File: src/rtl/video_dac_gen.sv
// Composite-video raster generator: line/frame counters, a pixel request pipe and a registered
// 4-bit DAC level. Define VIDEO_DAC_GEN_TEST_PATTERN_EN to replace pix_data_i with internal bars.
module video_dac_gen #(
  parameter int unsigned H_TOTAL  = 1024,
  parameter int unsigned H_SYNC   = 75,
  parameter int unsigned H_BACK   = 91,
  parameter int unsigned H_ACTIVE = 832,
  parameter int unsigned V_TOTAL  = 312,
  parameter int unsigned V_SYNC   = 3,
  parameter int unsigned V_START  = 40,
  parameter int unsigned V_ACTIVE = 256
) (
  input  logic       clk_i,
  input  logic       rst_ni,
  input  logic [1:0] pix_data_i,
  output logic       pix_req_o,
  output logic [9:0] pix_x_o,
  output logic [8:0] pix_y_o,
  output logic       frame_start_o,
  output logic [3:0] vdac_o
);

  localparam logic [9:0] HLast      = 10'(H_TOTAL - 1);
  localparam logic [9:0] HSyncEnd   = 10'(H_SYNC);
  localparam logic [9:0] HActStart  = 10'(H_SYNC + H_BACK);
  localparam logic [9:0] HActEnd    = 10'(H_SYNC + H_BACK + H_ACTIVE);
  localparam logic [9:0] HVsyncEnd  = 10'(H_TOTAL - H_SYNC);
  localparam logic [8:0] VLast      = 9'(V_TOTAL - 1);
  localparam logic [8:0] VSyncEnd   = 9'(V_SYNC);
  localparam logic [8:0] VActStart  = 9'(V_START);
  localparam logic [8:0] VActEnd    = 9'(V_START + V_ACTIVE);

  localparam logic [3:0] LvlSync    = 4'd0;
  localparam logic [3:0] LvlBlank   = 4'd4;

  typedef enum logic [1:0] {ClsSync, ClsBlank, ClsPixel} cls_e;

  logic [9:0] h_cnt_q, h_cnt_d;
  logic [8:0] v_cnt_q, v_cnt_d;
  cls_e       cls0;
  cls_e       cls1_q;
  logic [9:0] pix_x_q, pix_x_d;
  logic [8:0] pix_y_q, pix_y_d;
  logic       frame_start_q, frame_start_d;
  logic [1:0] pix_code;
  logic [3:0] vdac_q, vdac_d;

  // Raster counters
  always_comb begin
    h_cnt_d = h_cnt_q + 10'd1;
    v_cnt_d = v_cnt_q;
    if (h_cnt_q == HLast) begin
      h_cnt_d = '0;
      v_cnt_d = (v_cnt_q == VLast) ? '0 : v_cnt_q + 9'd1;
    end
  end

  always_ff @(posedge clk_i or negedge rst_ni) begin
    if (!rst_ni) begin
      h_cnt_q <= '0;
      v_cnt_q <= '0;
    end else begin
      h_cnt_q <= h_cnt_d;
      v_cnt_q <= v_cnt_d;
    end
  end

  // Stage 0: classify the current counter position. Vsync lines use broad (inverted) sync.
  always_comb begin
    cls0 = ClsBlank;
    if (v_cnt_q < VSyncEnd) begin
      if (h_cnt_q < HVsyncEnd) cls0 = ClsSync;
    end else if (h_cnt_q < HSyncEnd) begin
      cls0 = ClsSync;
    end else if ((h_cnt_q >= HActStart) && (h_cnt_q < HActEnd) &&
                 (v_cnt_q >= VActStart) && (v_cnt_q < VActEnd)) begin
      cls0 = ClsPixel;
    end
  end

  // Stage 1: request and coordinates; coordinates hold between requests
  always_comb begin
    pix_x_d       = pix_x_q;
    pix_y_d       = pix_y_q;
    frame_start_d = (h_cnt_q == '0) && (v_cnt_q == '0);
    if (cls0 == ClsPixel) begin
      pix_x_d = h_cnt_q - HActStart;
      pix_y_d = v_cnt_q - VActStart;
    end
  end

  always_ff @(posedge clk_i or negedge rst_ni) begin
    if (!rst_ni) begin
      cls1_q        <= ClsBlank;
      pix_x_q       <= '0;
      pix_y_q       <= '0;
      frame_start_q <= 1'b0;
    end else begin
      cls1_q        <= cls0;
      pix_x_q       <= pix_x_d;
      pix_y_q       <= pix_y_d;
      frame_start_q <= frame_start_d;
    end
  end

`ifdef VIDEO_DAC_GEN_TEST_PATTERN_EN
  localparam logic [9:0] Bar1 = 10'(H_ACTIVE / 4);
  localparam logic [9:0] Bar2 = 10'(H_ACTIVE / 2);
  localparam logic [9:0] Bar3 = 10'((3 * H_ACTIVE) / 4);

  logic unused_pix_data;
  assign unused_pix_data = ^pix_data_i;

  // Four equal-width vertical bars across the active line
  always_comb begin
    if (pix_x_q < Bar1) begin
      pix_code = 2'd0;
    end else if (pix_x_q < Bar2) begin
      pix_code = 2'd1;
    end else if (pix_x_q < Bar3) begin
      pix_code = 2'd2;
    end else begin
      pix_code = 2'd3;
    end
  end

  assign pix_req_o = 1'b0;
`else
  assign pix_code  = pix_data_i;
  assign pix_req_o = (cls1_q == ClsPixel);
`endif

  // Stage 2: DAC level; pix_code only matters when stage 1 held a pixel
  always_comb begin
    vdac_d = LvlBlank;
    unique case (cls1_q)
      ClsSync:  vdac_d = LvlSync;
      ClsPixel: begin
        unique case (pix_code)
          2'd0:    vdac_d = 4'd5;
          2'd1:    vdac_d = 4'd8;
          2'd2:    vdac_d = 4'd11;
          default: vdac_d = 4'd15;
        endcase
      end
      default:  vdac_d = LvlBlank;
    endcase
  end

  always_ff @(posedge clk_i or negedge rst_ni) begin
    if (!rst_ni) begin
      vdac_q <= LvlBlank;
    end else begin
      vdac_q <= vdac_d;
    end
  end

  assign pix_x_o       = pix_x_q;
  assign pix_y_o       = pix_y_q;
  assign frame_start_o = frame_start_q;
  assign vdac_o        = vdac_q;

endmodule
File: config.mk
export PLATFORM = sky130hd
export DESIGN_NAME = video_dac_gen
export DESIGN_NICKNAME = d
export VERILOG_FILES = /design/src/rtl/video_dac_gen.sv
export SDC_FILE = /design/constraint.sdc
export NUM_CORES = 1
export LEC_CHECK = 0
export BUFFER_PORTS_ARGS = -buffer_cell sky130_fd_sc_hd__buf_2
export CAP_MARGIN = 15
export CORE_MARGIN = 8
export CORE_UTILIZATION = 45
export DETAILED_ROUTE_END_ITERATION = 8
export GPL_TIMING_DRIVEN = 0
export SYNTH_ARGS = -nofsm -noshare
export SYNTH_HDL_FRONTEND = slang
export SYNTH_SLANG_ARGS = --single-unit
File: constraint.sdc
create_clock -name clk_i -period 2.3 [get_ports clk_i]
set_input_delay 0.115 -clock clk_i [delete_from_list [all_inputs] [get_ports clk_i]]
set_output_delay 0.115 -clock clk_i [all_outputs]
set_load 0.005 [all_outputs]
==> summary.txt <==
Synth
  – Mean Syn Cell Area: 11.0 sq um
  – Post-synth EDFFs: 0
  – Ys async rst share: 1.00
  – Synth top area share: 0.440
  – Syn Inst Count: 222
  – Cell variety after synth: 49
  – Synthesized Nets: 239
  – Sequential area share after synthesis: 0.461
  – Post-Synthesis Cell Area: 2450 sq um
  – FF+latch count, synth: 45
  – Most used DFF post-synth: dfrtp_1
  – Area contributors post-synth: dfrtp_1, ha_1, mux2_4
  – Cell taking the most area after synthesis: dfrtp_1
  – Ys Warns: 0

Clock tree
  – CTS Buf Count: 5
  – Clock Path Buffers: 2
  – Hold buffer count at cts: 0
  – CTS sink cnt: 45
  – Clock Latency Late Sink: 300 ps
  – CTS root buffer: clkbuf_8
  – CTS tree: done
  – CTS H-tree lvls: 2
  – Clock transition at path regs: 80 ps

Route
  – DRC: 0
  – DRT iter0 DRCs: 64
  – TritonRoute pass-1 iters: 4
  – DRT Wirelength: 4.83 mm
  – Via Count: 1,693
  – Routed Antenna Nets: 0
  – Average routed wire per standard cell: 14.5 microns
  – Via density: 5.10

Final layout
  – Share of cells above drive strength 1: 0.296
  – Fillers: 468
  – Core Util, Final: 0.521
  – Area growth, synth to finish: 14.4%
  – # nets final: 277
  – Ant. Diodes: 0

Power and ir drop
  – Clock group share of total power: 0.363
  – Internal: 1.00 mW
  – Cell leakage power: 1.38 nW
  – Power Dens Cells: 457 nW/um^2
  – VDD IR max: 0.261 mV
  – Sw frac: 0.216
  – Psw: 0.277 mW
  – Logic gate share of total power: 0.018
  – Sequential Power Share: 0.619

GRT
  – Grt ovf: 0
  – First-pass GRT wire length: 8.25 mm
  – Initial antenna violation count: 0
  – Largest net degree at the start of global routing: 46
  – Total GRT Usage: 0.123
  – Vias in the first global route: 1,693

STA
  – Setup TNS: 0 ps
  – Period utilisation layout: 0.940
  – Max Fclk: 0.462 GHz
  – Tmin final: 2160 ps
  – Worst Skew: 8.23 ps
  – Rel. slew slack: 0.347
  – Fin. Hold Viols: 43
  – # setup viols final: 0
  – Unrepaired setup endpoints after global routing: no
  – Final Max Slew Viols: 0
  – Worst-margin pin slew: 979 ps
  – Worst hold slack: -23.1 ps

Critical path
  – Cell family with most CP delay: flip-flops
  – Startpoint types: flop
  – Crit-path max cell delay: 460 ps
  – CP Launch Point: v_cnt_q[3]
  – Reg-to-reg endpoint: pix_x_o[4]
  – RR Startpoint: v_cnt_q[3]
  – CP Data Arrival Time: 2350 ps
  – Flop2flop setup slack: 140 ps
  – CP cell instances: inv_1 > ha_1 > and2b_1 > nor2_2 > o32ai_4 > nor2_8 > buf_12 > mux2_4
  – Worst R2R Path Depth: 8
  – Crit Path Category: reg2reg
  – Critical path buffers and inverters: 2
  – Required @ worst endpoint: 2480 ps
  – Crit path max fanout: 10
  – Crit path capture type: flop
  – Worst path depth: 8
  – Slowest CP cell: dfrtp_2

Place
  – RePlAce Congestion: 0.795
  – Placed wire-length estimate: 3.38 mm
  – Port bufs: 28

Die
  – Row cnt: 27
  – DIE HEIGHT: 89.7 microns
  – Starting Density: 0.455
  – IO Count: 29
  – CORE AREA: 5370 sq um
  – Die width: 89.7 microns
  – Die area: 8050 sq um

Status
  – Status: complete, but fails checks
  – Failing checks: hold timing

Hold path
  – Hold crit path type: in2async

Job
  – Max Cap Viol: 0
==> power groups by stage <==
stage	Sequential (mW)	Combinational, mW	Clock (mW)
CTS	0.790	0.0254	0.480
finish	0.791	0.0232	0.464
floorplan	0.806	0.00452	0
detailed placement	0.806	0.0252	0
global placement	0.806	0.0249	0
global route	0.791	0.0294	0.523
==> sequential cells by signal (all words and copies together) (netlist names) <==
signal / cells
frame_start_o: 1
h_cnt_q: 10
vdac_o: 4
v_cnt_q: 9
cls1_q: 2
pix_x_o: 10
pix_y_o: 9
==> layer usage <==
| metal | vias up | GRT usage | part of all wire | wire length, microns |
|---|---|---|---|---|
| met5 | - | 0 | 0 | 0 |
| met2 | 43 | 0.189 | 0.45 | 2170 |
| met1 | 813 | 0.161 | 0.48 | 2340 |
| met3 | 8 | 0.0308 | 0.050 | 241 |
| met4 | 0 | 0.0536 | 0.016 | 77 |
| li1 | 829 | - | - | - |
==> cells by family after synthesis <==
logic type | count (synthesis) | synth area share
flip-flops | 45 | 0.461
buffers and inverters | 25 | 0.0603
AO/OA/AOI/OAI | 27 | 0.0849
multiplexers | 18 | 0.0946
XOR/XNOR | 23 | 0.0824
AND/OR/NAND/NOR | 71 | 0.150
adder cells (fa/ha/maj) | 13 | 0.0665
==> cell type report <==
cell class              instances  area (sq um)  area share
well taps                      72          90.1      0.0322
repair buffers                 31           175      0.0626
flip-flops and latches         45          1130       0.404
multi-input cells             152          1180       0.421
inverters                      12          45.0      0.0161
clock inverters                 1          5.00     0.00179
clock buffers                   6          72.6      0.0259
plain buffers                  13           103      0.0367
==> cell usage after synthesis, drive strengths merged, types with 2 or more instances <==
cell type,count
xor2,10
a21oi,5
o32ai,2
dfstp,2
nand3,7
xnor2,13
nand2b,2
o31ai,2
buf,11
o21ba,2
nand4,6
o41ai,2
nor4,2
o21ai,7
nor2,27
dfrtp,43
inv,12
or3,3
ha,13
mux2,17
nand2,13
clkbuf,2
nor3,3
==> cell usage in the layout (no fill, tap or decap), drive strengths merged, types with 5 or more instances in the layout <==
| master | count |
|---|---|
| o21ai | 7 |
| inv | 12 |
| xor2 | 10 |
| a21oi | 5 |
| ha | 13 |
| nor2 | 27 |
| mux2 | 17 |
| nand3 | 7 |
| nand2 | 13 |
| nand4 | 6 |
| clkbuf | 8 |
| dfrtp | 43 |
| buf | 42 |
| xnor2 | 13 |
==> repair_timing <==
item,in CTS,in global routing
gates resized for setup,1,2
pin swaps,2,1
buffers inserted,1,2
setup endpoints to repair,12,8
==> stage by stage <==
| stage | worst slack [ps] | instances | hold slack, ps | instance area [sq um] | power [mW] |
|---|---|---|---|---|---|
| floorplan | 174 | 222 | -181 | 2450 | 0.811 |
| global placement | -142 | 322 | 349 | 2680 | 0.831 |
| detailed placement | -123 | 322 | 347 | 2680 | 0.831 |
| CTS | 6.53 | 330 | 28.2 | 2770 | 1.30 |
| global route | 2.31 | 332 | 78.1 | 2800 | 1.34 |
| finish | 138 | 332 | -23.1 | 2800 | 1.28 |
==> worst max-delay path by stage <==
| stage | endpoint | slack (ps) |
|---|---|---|
| 4_1_cts | pix_x_o[4] | 7 |
| 6_report | pix_x_o[4] | 140 |
| 2_1_floorplan | pix_x_o[2] | 170 |
| 5_1_grt | v_cnt_q[3] | 2 |
| 3_5_place_dp | pix_x_o[4] | -120 |
| 3_3_place_gp | pix_x_o[2] | -140 |
No activity file was read; power rests on OpenSTA's default activity.
